[src/rtl/noc_local_injector.sv]
// noc_local_injector
//   Tile-side injection stage feeding the local (P) input port of a lookahead
//   NoC router. Tile flits arrive on a ready/valid stream. A two-state FSM
//   checks head/tail framing on them. Well-formed flits go into a small FIFO,
//   and the FIFO head entry is offered to the router under the void/stop
//   protocol. Malformed flits are consumed and dropped, and they set a sticky
//   error flag.
//
// Ports
//   clk, rst        : clock, synchronous active-high reset
//   in_valid/ready  : tile handshake (ready = FIFO not full)
//   in_data         : Width-2 bit payload
//   in_head/in_tail : framing bits (both set = single-flit packet)
//   data_p_out      : {head, tail, payload} of the FIFO head entry
//   data_void_out   : 1 when the FIFO is empty
//   stop_in         : router back-pressure; while 1 nothing pops
//   protocol_err    : sticky framing error
//   pkt_count       : tail flits delivered to the router, wrapping
module noc_local_injector #(
  parameter int Width = 32,
  parameter int Depth = 4
) (
  input  logic             clk,
  input  logic             rst,
  input  logic             in_valid,
  output logic             in_ready,
  input  logic [Width-3:0] in_data,
  input  logic             in_head,
  input  logic             in_tail,
  output logic [Width-1:0] data_p_out,
  output logic             data_void_out,
  input  logic             stop_in,
  output logic             protocol_err,
  output logic [15:0]      pkt_count
);

  localparam int AW = (Depth > 1) ? $clog2(Depth) : 1;
  localparam int CW = AW + 1;

  typedef enum logic {IDLE = 1'b0, BODY = 1'b1} state_t;

  state_t                       state_q, state_d;
  logic [Depth-1:0][Width-1:0]  mem_q, mem_d;
  logic [AW-1:0]                wr_ptr_q, wr_ptr_d;
  logic [AW-1:0]                rd_ptr_q, rd_ptr_d;
  logic [CW-1:0]                count_q, count_d;
  logic                         err_q, err_d;
  logic [15:0]                  pkt_q, pkt_d;

  logic full, empty, accept, frame_ok, push, pop;

  assign full  = (count_q == CW'(Depth));
  assign empty = (count_q == '0);

  // Ready comes only from registered occupancy. Dropped flits are accepted
  // too, so a framing error never stalls the tile.
  assign in_ready = !full;
  assign accept   = in_valid && in_ready;

  // A head is legal only between packets. A non-head is legal only inside one.
  assign frame_ok = (state_q == IDLE) ? in_head : !in_head;
  assign push     = accept && frame_ok;
  assign pop      = !empty && !stop_in;

  assign data_p_out    = mem_q[rd_ptr_q];
  assign data_void_out = empty;
  assign protocol_err  = err_q;
  assign pkt_count     = pkt_q;

  always_comb begin
    state_d  = state_q;
    mem_d    = mem_q;
    wr_ptr_d = wr_ptr_q;
    rd_ptr_d = rd_ptr_q;
    count_d  = count_q;
    err_d    = err_q;
    pkt_d    = pkt_q;

    if (accept) begin
      if (frame_ok) begin
        // Tail closes the packet. A single-flit packet (head+tail) leaves
        // the FSM in IDLE.
        state_d = in_tail ? IDLE : BODY;
      end else begin
        err_d = 1'b1;
      end
    end

    if (push) begin
      mem_d[wr_ptr_q] = {in_head, in_tail, in_data};
      wr_ptr_d        = wr_ptr_q + AW'(1);
    end

    if (pop) begin
      rd_ptr_d = rd_ptr_q + AW'(1);
      if (mem_q[rd_ptr_q][Width-2]) pkt_d = pkt_q + 16'd1;
    end

    // Push while full cannot happen because ready is low, so count stays in range.
    case ({push, pop})
      2'b10:   count_d = count_q + CW'(1);
      2'b01:   count_d = count_q - CW'(1);
      default: count_d = count_q;
    endcase
  end

  always_ff @(posedge clk) begin
    if (rst) begin
      state_q  <= IDLE;
      mem_q    <= '0;
      wr_ptr_q <= '0;
      rd_ptr_q <= '0;
      count_q  <= '0;
      err_q    <= 1'b0;
      pkt_q    <= '0;
    end else begin
      state_q  <= state_d;
      mem_q    <= mem_d;
      wr_ptr_q <= wr_ptr_d;
      rd_ptr_q <= rd_ptr_d;
      count_q  <= count_d;
      err_q    <= err_d;
      pkt_q    <= pkt_d;
    end
  end

endmodule

[config.mk]
export PLATFORM = sky130hd
export DESIGN_NAME = noc_local_injector
export DESIGN_NICKNAME = d
export VERILOG_FILES = /design/src/rtl/noc_local_injector.sv
export SDC_FILE = /design/constraint.sdc
export NUM_CORES = 1
export LEC_CHECK = 0
export BUFFER_PORTS_ARGS = -buffer_cell sky130_fd_sc_hd__buf_2
export CAP_MARGIN = 0
export CORE_UTILIZATION = 48
export CTS_CLUSTER_DIAMETER = 50
export DETAILED_ROUTE_END_ITERATION = 6
export GPL_TIMING_DRIVEN = 0
export PLACE_DENSITY = 0.68
export SETUP_SLACK_MARGIN = 0.5
export SLEW_MARGIN = 20
export SYNTH_ARGS = -nofsm -noshare
export SYNTH_HDL_FRONTEND = slang
export SYNTH_SLANG_ARGS = --single-unit
[constraint.sdc]
create_clock -name clk -period 2.9 [get_ports clk]
set_input_delay 0.725 -clock clk [delete_from_list [all_inputs] [get_ports clk]]
set_output_delay 0.725 -clock clk [all_outputs]
set_load 0.005 [all_outputs]
After elaboration in Yosys (flattened, before gate mapping)
Index checks and enable logic that the tools add are counted.
W data, S select, Z words.
{"block": "word_totals", "reg_bits": 153, "wordCells": 43, "in_bits": 36, "output_inout_bits": 51}
{"block": "op_classes", "magnitude_cmp": 3, "muxes": 8, "n_reduce_logical": 13, "n_eq_ne": 3, "addsub": 5, "bitwise": 1}
{"operator": "$bwmux W128", "n": 1}
{"operator": "$bmux W32 S2", "n": 1}
{"operator": "$demux W32 S2", "n": 1}
{"operator": "$mux W32", "n": 2}
{"operator": "$add A16 B1 Y16 const B", "n": 1}
{"operator": "$lt A2 B3 Y1 const B", "n": 2}
{"operator": "$pmux W3 S2", "n": 1}
{"operator": "$reduce_and A2 Y1", "n": 3}
{"operator": "$add A2 B1 Y2 const B", "n": 2}
{"operator": "$logic_and A1 B1 Y1", "n": 4}
{"operator": "$logic_not A1 Y1", "n": 4}
{"operator": "$add A3 B1 Y3 const B", "n": 1}
{"operator": "$eq A3 B3 Y1 const B", "n": 1}
{"operator": "$logic_not A3 Y1", "n": 1}
{"operator": "$sub A3 B1 Y3 const B", "n": 1}
{"operator": "$eq A2 B1 Y1 const B", "n": 1}
{"operator": "$eq A2 B2 Y1 const B", "n": 1}
{"operator": "$ge A2 B1 Y1 const B", "n": 1}
{"operator": "$mux W1", "n": 2}
{"operator": "$reduce_bool A2 Y1", "n": 1}
{"operator": "$not A1 Y1", "n": 1}

Logic depth before layout (Yosys ltp)
Gate-level depths: netlist of the first run.
{"block": "depth", "ltp_word": 6, "depth_mapped": 10, "mapped_depth_nobuf": 9}

Worst setup path after synthesis of the first run
No wires, ideal clock.
{"block": "synth_path", "kind": "reg2reg", "start": "register count_q[0]", "end": "register count_q[2]", "t_required_ns": 2.830, "slack_ns": 0.515, "period_less_slack_ns": 2.385, "path_stages_with_launch": 10, "path_buffers": 1, "t_arrival_ns": 2.315, "setup_time_ns": 0.070, "path_cell_list": "dfxtp_1 -> or3b_2 -> clkbuf_1 -> nand3_1 -> ha_1 -> inv_1 -> fa_1 -> xor2_1 -> or3_1 -> a21oi_1"}
{"block": "synth_via", "elab_chain_len": 6, "word_cells_on_any_way": 13, "cone_classes": "2 x add/sub; 3 x eq/ne; 1 x mux; 7 x reduce/logical"}
{"item": "start, declared", "line": "46", "rtl": "logic [CW-1:0] count_q, count_d;"}
{"item": "start signal, assigned", "line": "121", "rtl": "count_q <= count_d;"}
{"item": "$eq A3 B3 Y1 *", "line": "52", "rtl": "assign full = (count_q == CW'(Depth));"}
{"item": "$logic_not A1 Y1 *", "line": "57", "rtl": "assign in_ready = !full;"}
{"item": "named net in_ready", "line": "26", "rtl": "output logic in_ready,"}
{"item": "$logic_and A1 B1 Y1 *", "line": "58", "rtl": "assign accept = in_valid && in_ready;"}
{"item": "$logic_and A1 B1 Y1 *", "line": "62", "rtl": "assign push = accept && frame_ok;"}
{"item": "$eq A2 B1 Y1 / $eq A2 B2 Y1 (equally long branches)", "line": "100", "rtl": "case ({push, pop})"}
{"item": "$pmux W3 S2 / $reduce_bool A2 Y1 (equally long branches)"}
Mark *: on every way through the listed nets, which the timed path passes. The rest lies on a longest branch.
A chain may end at the register's enable or synchronous reset.

Worst setup path in the final report of the first run
{"block": "layout_path", "start": "register rd_ptr_q[1]", "end": "output data_p_out[28]"}
{"block": "layout_via", "elab_chain_len": 2}
{"item": "start, declared", "line": "45", "rtl": "logic [AW-1:0] rd_ptr_q, rd_ptr_d;"}
{"item": "start signal, assigned", "line": "120", "rtl": "rd_ptr_q <= rd_ptr_d;"}
{"item": "$bmux W32 S2", "line": "65", "rtl": "assign data_p_out = mem_q[rd_ptr_q];"}
{"item": "$mux W32"}
{"item": "end, declared", "line": "30", "rtl": "output logic [Width-1:0] data_p_out,"}
No other way between the ends. The select of a mux whose other input is x is not followed.

==> results of run 1 <==
## layout make-up
cell class / count / area [um2]
clock buffers: 25 / 495
repair buffers: 94 / 551
multi-input cells: 395 / 3200
fillers: 1096 / 5150
well taps: 176 / 220
plain buffers: 42 / 282
clock inverters: 7 / 185
flip-flops and latches: 153 / 3060
inverters: 12 / 50.0
## path summary, 6_finish.rpt
| path | start | end | cells past startpoint |
|---|---|---|---|
| max | rd_ptr_q[1] | data_p_out[28] | 4 |
| min reg2reg | state_q | state_q | 2 |
| min | state_q | state_q | 2 |
| max reg2reg | count_q[2] | count_q[2] | 9 |
## stage by stage
stage	instance area [um2]	power [W]	worst slack, ns	hold slack, ns
after CTS	7980	0.00587	0.414	0.476
after floorplan	6480	0.00295	0.515	0.448
after global routing	8040	0.00607	0.378	0.511
after detailed placement	7120	0.00326	0.00464	0.468
after global placement	7120	0.00323	-0.00737	0.456
final	8040	0.00584	0.422	0.481
## where the power goes
part | internal (W) | total [W] | switching, W
registers | 0.00220 | 0.00226 | 0.0000548
clock network | 0.00171 | 0.00251 | 0.000809
logic | 0.000517 | 0.00107 | 0.000557
## synthesized netlist by cell type, types with 7 or more instances
cell and n:
dfxtp_1 153, nor2_1 140, mux2i_1 131, mux4_2 31, clkbuf_1 21, a21oi_1 15
buf_2 14, or4_1 12, inv_1 10, o31ai_1 10, nand4_1 9, nand2_1 8
xor2_1 8, nand3_1 7
## placed cells by master, fill, tap and decap left out, drive strengths merged, types with 2 or more instances in the layout
cell / count
o31ai: 10
or3: 3
mux4: 31
buf: 114
nand2: 8
bufinv: 6
or4: 12
inv: 12
o21ai: 2
a21oi: 15
nor2: 140
nand3: 7
mux2i: 131
dfxtp: 153
and3: 2
ha: 6
clkbuf: 47
nand4: 9
xor2: 8
xnor2: 2
or2: 2
## what timing repair did
item	4_1_cts	5_1_grt
setup endpoints to repair	34	31
hold buffers	0	0
pin swaps	1	0
gates cloned	1	2
setup buffers	6	1
endpoints found under the hold margin	0	0
gates resized for setup	43	3
## worst register-to-register path: stages, from the launching register on
cell and delay, ns:
dfxtp_1 0.37, or3b_2 0.46, buf_2 0.18, nand3_2 0.08
ha_1 0.18, inv_1 0.06, fa_1 0.37, xor2_1 0.16
or3_1 0.33, a21oi_2 0.15
## per-layer routing
metal	vias up	global-route usage, %	part of all wire [%]	wire (um)
li1	2347	-	-	-
met5	-	0	0.10	16
met1	2364	28.0	44	6700
met2	113	39.4	50	7730
met4	2	7.61	1.4	209
met3	23	6.23	4.4	674
## state kept, by name (all words and copies together), names as in the netlist
signal / flops
wr_ptr_q: 2
protocol_err: 1
state_q: 1
pkt_count: 16
count_q: 3
mem_q: 128
rd_ptr_q: 2
## kinds of logic (layout without fill, tap and decap cells)
group / count (synthesis) / count (layout) / share of synthesized area, %
XOR/XNOR: 10 / 10 / 1.35
AND/OR/NAND/NOR: 187 / 187 / 12.6
multiplexers: 163 / 163 / 31.2
flip-flops: 153 / 153 / 47.3
adder cells (fa/ha/maj): 7 / 7 / 1.47
buffers and inverters: 54 / 180 / 3.55
AO/OA/AOI/OAI: 28 / 28 / 2.57
==> impl_metrics.py, run 1 <==
metrics = {
    "detailed_routing": {
        "routed_via_density": 5.36,
        "firstDrtPassIters": 4,
        "drc_errors": 0,
        "first_iter_violations": 236,
        "num_vias": 4849,
        "wl_per_cell_um": 17.0,
        "antenna_left": 0,
        "wl_mm": 15.3,
    },
    "synth": {
        "yosysTopAreaCellShare_pct": 47.3,
        "ys_seq_area_share_pct": 47.3,
        "syn-instance-count": 602,
        "synthTopCellsByArea": "dfxtp_1, mux2i_1, mux4_2, nor2_1, or4_1",
        "synth_seq_cells": 153,
        "synth_edf_count": 0,
        "syn_area_mm2": 0.00648,
        "syn-num-nets": 645,
        "syn_area_per_cell_um2": 10.8,
        "synth-main-ff-cell": "dfxtp_1",
        "synth.distinct_cells": 31,
        "yosysTopAreaCell": "dfxtp_1",
        "yosys_warnings": 0,
        "async_flop_share_pct": 0,
    },
    "final_layout": {
        "finalNetCount": 758,
        "final_cells": 904,
        "utilization_pct": 61.0,
        "diodes": 0,
        "drive_gt1_share_pct": 25.4,
        "syn_to_final_growth_pct": 24.2,
    },
    "global_routing": {
        "overflow": 0,
        "grt_usage_pct": 23.0,
        "antenna_found_initial": 1,
        "grt_start_max_net_pins": 17,
        "grt_pass1_wl_mm": 24.8,
        "grt_pass1_vias": 4933,
    },
    "floorplan": {
        "io_pins": 87,
        "core_area_mm2": 0.0132,
        "die_h_um": 118,
        "start_util_pct": 49.1,
        "die_x_um": 118,
        "dieArea_mm2": 0.0140,
        "core.rowCount": 42,
    },
    "setup_path": {
        "path_class": "reg2out",
        "cp_num_buf_inv": 3,
        "cp_max_fo": 9,
        "cp_data_arrival_time_ns": 1.75,
        "worstSetupEndpointType": "primary output",
        "cpLargestDelayFamily": "multiplexers",
        "cp_cell_sequence": "clkbuf_16, buf_12, mux4_2, buf_2",
        "required_ns": 2.17,
        "worstSetupStartpointType": "register",
        "r2r_slack_ns": 0.51,
        "slowest_delay_ns": 0.53,
        "crit_slowest_cell": "mux4_2",
    },
    "power": {
        "power_density_mw_per_mm2": 726,
        "ir_drop_v": 0.000438,
        "leakage_nw": 4.01,
    },
    "clock_tree": {
        "clock_path_buffers": 2,
        "path_clk_slew_ns": 0.06,
        "cts_buffers": 17,
        "cts_tree": "yes",
        "clock_sinks": 153,
        "clk_latency_ns": 0.42,
        "cts_root_buffer": "clkbuf_16",
        "htreeDepth": 4,
    },
    "hold_path": {
        "hold_class": "reg2reg",
    },
    "flow_run": {
        "maxCapViolCount": 0,
    },
    "timing": {
        "fmax_mhz": 404,
        "timing.slew.headroom_pct": 57.9,
        "worst_pin_slew_ns": 0.631,
        "fin_worst_skew_ns": 0.00890,
        "rsz0062_at_grt": "true",
        "setup_violations": 0,
        "min_period_ns": 2.48,
        "period_share_pct": 85.4,
        "tns_ns": 0,
        "hold_viol_final": 0,
        "slew_viol_final": 0,
    },
    "placed_design": {
        "dpl.cell_count": 862,
        "gp_congestion": 0.804,
        "port_buffers": 84,
        "hpwlAfterDp_mm": 10.3,
    },
    "run_status": {
        "status": "completed",
    },
}
Power figures use the tool's default switching activity.
==> run 2: changes to the inputs <==
--- a/config.mk
+++ b/config.mk
@@ -7,11 +7,14 @@
 export LEC_CHECK = 0
 export BUFFER_PORTS_ARGS = -buffer_cell sky130_fd_sc_hd__buf_2
 export CAP_MARGIN = 0
-export CORE_UTILIZATION = 48
+export CELL_PAD_IN_SITES_DETAIL_PLACEMENT = 0
+export CELL_PAD_IN_SITES_GLOBAL_PLACEMENT = 1
+export CORE_ASPECT_RATIO = 0.6
+export CORE_UTILIZATION = 45
 export CTS_CLUSTER_DIAMETER = 50
 export DETAILED_ROUTE_END_ITERATION = 6
 export GPL_TIMING_DRIVEN = 0
-export PLACE_DENSITY = 0.68
+export PLACE_DENSITY_LB_ADDON = 0.1
 export SETUP_SLACK_MARGIN = 0.5
 export SLEW_MARGIN = 20
 export SYNTH_ARGS = -nofsm -noshare
==> run 2 against run 1 <==
Compared with the run above:
- routed wire length up 6.4%
- via count is 0.78% higher
- setup slack worse by 0.011 ns
- total power fell by 0.39%
- non-clock buffer count fell by 2
- clock skew shrank 0.0015 ns
- register-to-register slack gained 0.09 ns
- sequential cell count is the same
==> impl_metrics.py, run 2 (same netlist as run 1, synthesis figures left out) <==
metrics = {
    "timing": {
        "min_period_ns": 2.49,
        "timing.slew.headroom_pct": 53.0,
        "hold_viol_final": 0,
        "fmax_mhz": 402,
        "rsz0062_at_grt": "true",
        "period_share_pct": 85.8,
        "slew_viol_final": 0,
        "setup_violations": 0,
        "fin_worst_skew_ns": 0.00739,
        "worst_pin_slew_ns": 0.705,
    },
    "detailed_routing": {
        "antenna_left": 0,
        "drc_errors": 0,
        "routed_via_density": 5.32,
        "wl_mm": 16.3,
        "num_vias": 4887,
        "firstDrtPassIters": 4,
        "wl_per_cell_um": 17.8,
        "first_iter_violations": 229,
    },
    "clock_tree": {
        "cts_hold_buf": 0,
        "cts_root_buffer": "clkbuf_16",
        "htreeDepth": 4,
        "path_clk_slew_ns": 0.06,
        "cts_buffers": 17,
        "clock_sinks": 153,
        "clock_path_buffers": 2,
        "cts_tree": "yes",
        "clk_latency_ns": 0.41,
    },
    "floorplan": {
        "io_pins": 87,
        "start_util_pct": 46.8,
        "die_x_um": 157,
        "core_area_mm2": 0.0138,
        "die_h_um": 94.9,
        "core.rowCount": 33,
        "dieArea_mm2": 0.0149,
    },
    "power": {
        "power_density_mw_per_mm2": 723,
        "leakage_nw": 3.98,
        "power_w": 0.00582,
        "ir_drop_v": 0.000382,
    },
    "setup_path": {
        "required_ns": 2.17,
        "ff2ff_path_depth": 9,
        "path_class": "reg2out",
        "cpLargestDelayFamily": "buffers and inverters",
        "startpoint": "rd_ptr_q[1]",
        "slowest_delay_ns": 0.49,
        "cp_data_arrival_time_ns": 1.76,
        "cp.depth": 5,
        "crit_slowest_cell": "mux4_2",
        "worstReg2RegStart": "count_q[0]",
        "r2r-end": "count_q[2]",
        "r2r_slack_ns": 0.60,
        "cp_num_buf_inv": 4,
        "worstSetupEndpointType": "primary output",
        "cp_cell_sequence": "clkbuf_16, buf_12, buf_16, mux4_2, buf_2",
        "worstSetupStartpointType": "register",
        "cp_max_fo": 6,
    },
    "global_routing": {
        "grt_pass1_wl_mm": 25.8,
        "grt_start_max_net_pins": 17,
        "grt_pass1_vias": 4803,
        "grt_usage_pct": 23.0,
        "antenna_found_initial": 1,
        "overflow": 0,
    },
    "flow_run": {
        "maxCapViolCount": 0,
    },
    "hold_path": {
        "hold_depth": 2,
        "hold_path.startpoint": "state_q",
        "hold_class": "reg2reg",
        "min_to": "state_q",
    },
    "run_status": {
        "status": "completed",
    },
    "final_layout": {
        "seq_area_mm2": 0.00307,
        "syn_to_final_growth_pct": 24.4,
        "drive_gt1_share_pct": 25.9,
        "largest_register_ffs": 128,
        "finalNetCount": 756,
        "multi_input_area_mm2": 0.00321,
        "final_cell_mix": "dfxtp_1, nor2_1, mux2i_1",
        "fillers": 1195,
        "mostFrequentLayoutCell": "dfxtp_1",
        "final_cells": 918,
        "top_register": "mem_q",
        "diodes": 0,
    },
    "placed_design": {
        "port_buffers": 84,
        "dpl.cell_count": 878,
        "hpwlAfterDp_mm": 11.2,
        "gp_congestion": 0.797,
    },
}
[run 2: metrics by stage]
step                      util (%)  TNS [ns]  area (um2)  worst slack, ns  hold WS [ns]
after floorplan                  -         0        6480            0.515         0.448
final                         58.2         0        8060            0.411         0.473
after global routing          58.2         0        8060            0.369         0.495
after CTS                     58.0         0        8030            0.402         0.473
after detailed placement      51.6    -0.604        7140          -0.0591         0.465
after global placement        51.6     -1.22        7140           -0.113         0.457
[run 2: per-layer routing]
metal	GRT usage, %	part of all wire [%]	vias up
li1	-	-	2348
met1	32.6	50	2423
met2	35.9	45	99
met3	4.59	4.4	15
met4	6.21	0.74	2
met5	0	0.074	-
[run 2: tightest hold or removal path, stage by stage, from the launching register on]
cell	delay, ns
dfxtp_1	0.32
nand2_1	0.06
a21oi_1	0.05
[run 2: repair_timing]
action | 4_1_cts | 5_1_grt
endpoints found under the setup margin | 33 | 32
cloned | 2 | 0
pin swaps | 1 | 1
hold endpoints to repair | 0 | 0
resized for setup | 46 | 8
setup buffers | 6 | 0
[run 2: worst max path at each step]
stage,end
after floorplan,count_q[2]
after CTS,data_p_out[29]
after global placement,data_p_out[16]
after global routing,data_p_out[26]
after detailed placement,data_p_out[11]
final,data_p_out[29]
[run 2: power breakdown]
group          leakage, nW  total, W  internal [W]  switching [W]
registers             1.24   0.00226       0.00220      0.0000556
clock network        0.307   0.00246       0.00156       0.000900
logic                 2.43   0.00110      0.000530       0.000573
[run 2: final cells by class]
| class | count | area share, % |
|---|---|---|
| Inverter | 12 | 0.621 |
| Multi-Input combinational cell | 395 | 39.9 |
| Timing Repair Buffer | 92 | 6.69 |
| Sequential cell | 153 | 38.1 |
| Clock buffer | 19 | 5.50 |
| Clock inverter | 13 | 2.67 |
| Tap cell | 192 | 2.98 |
| Buffer | 42 | 3.57 |
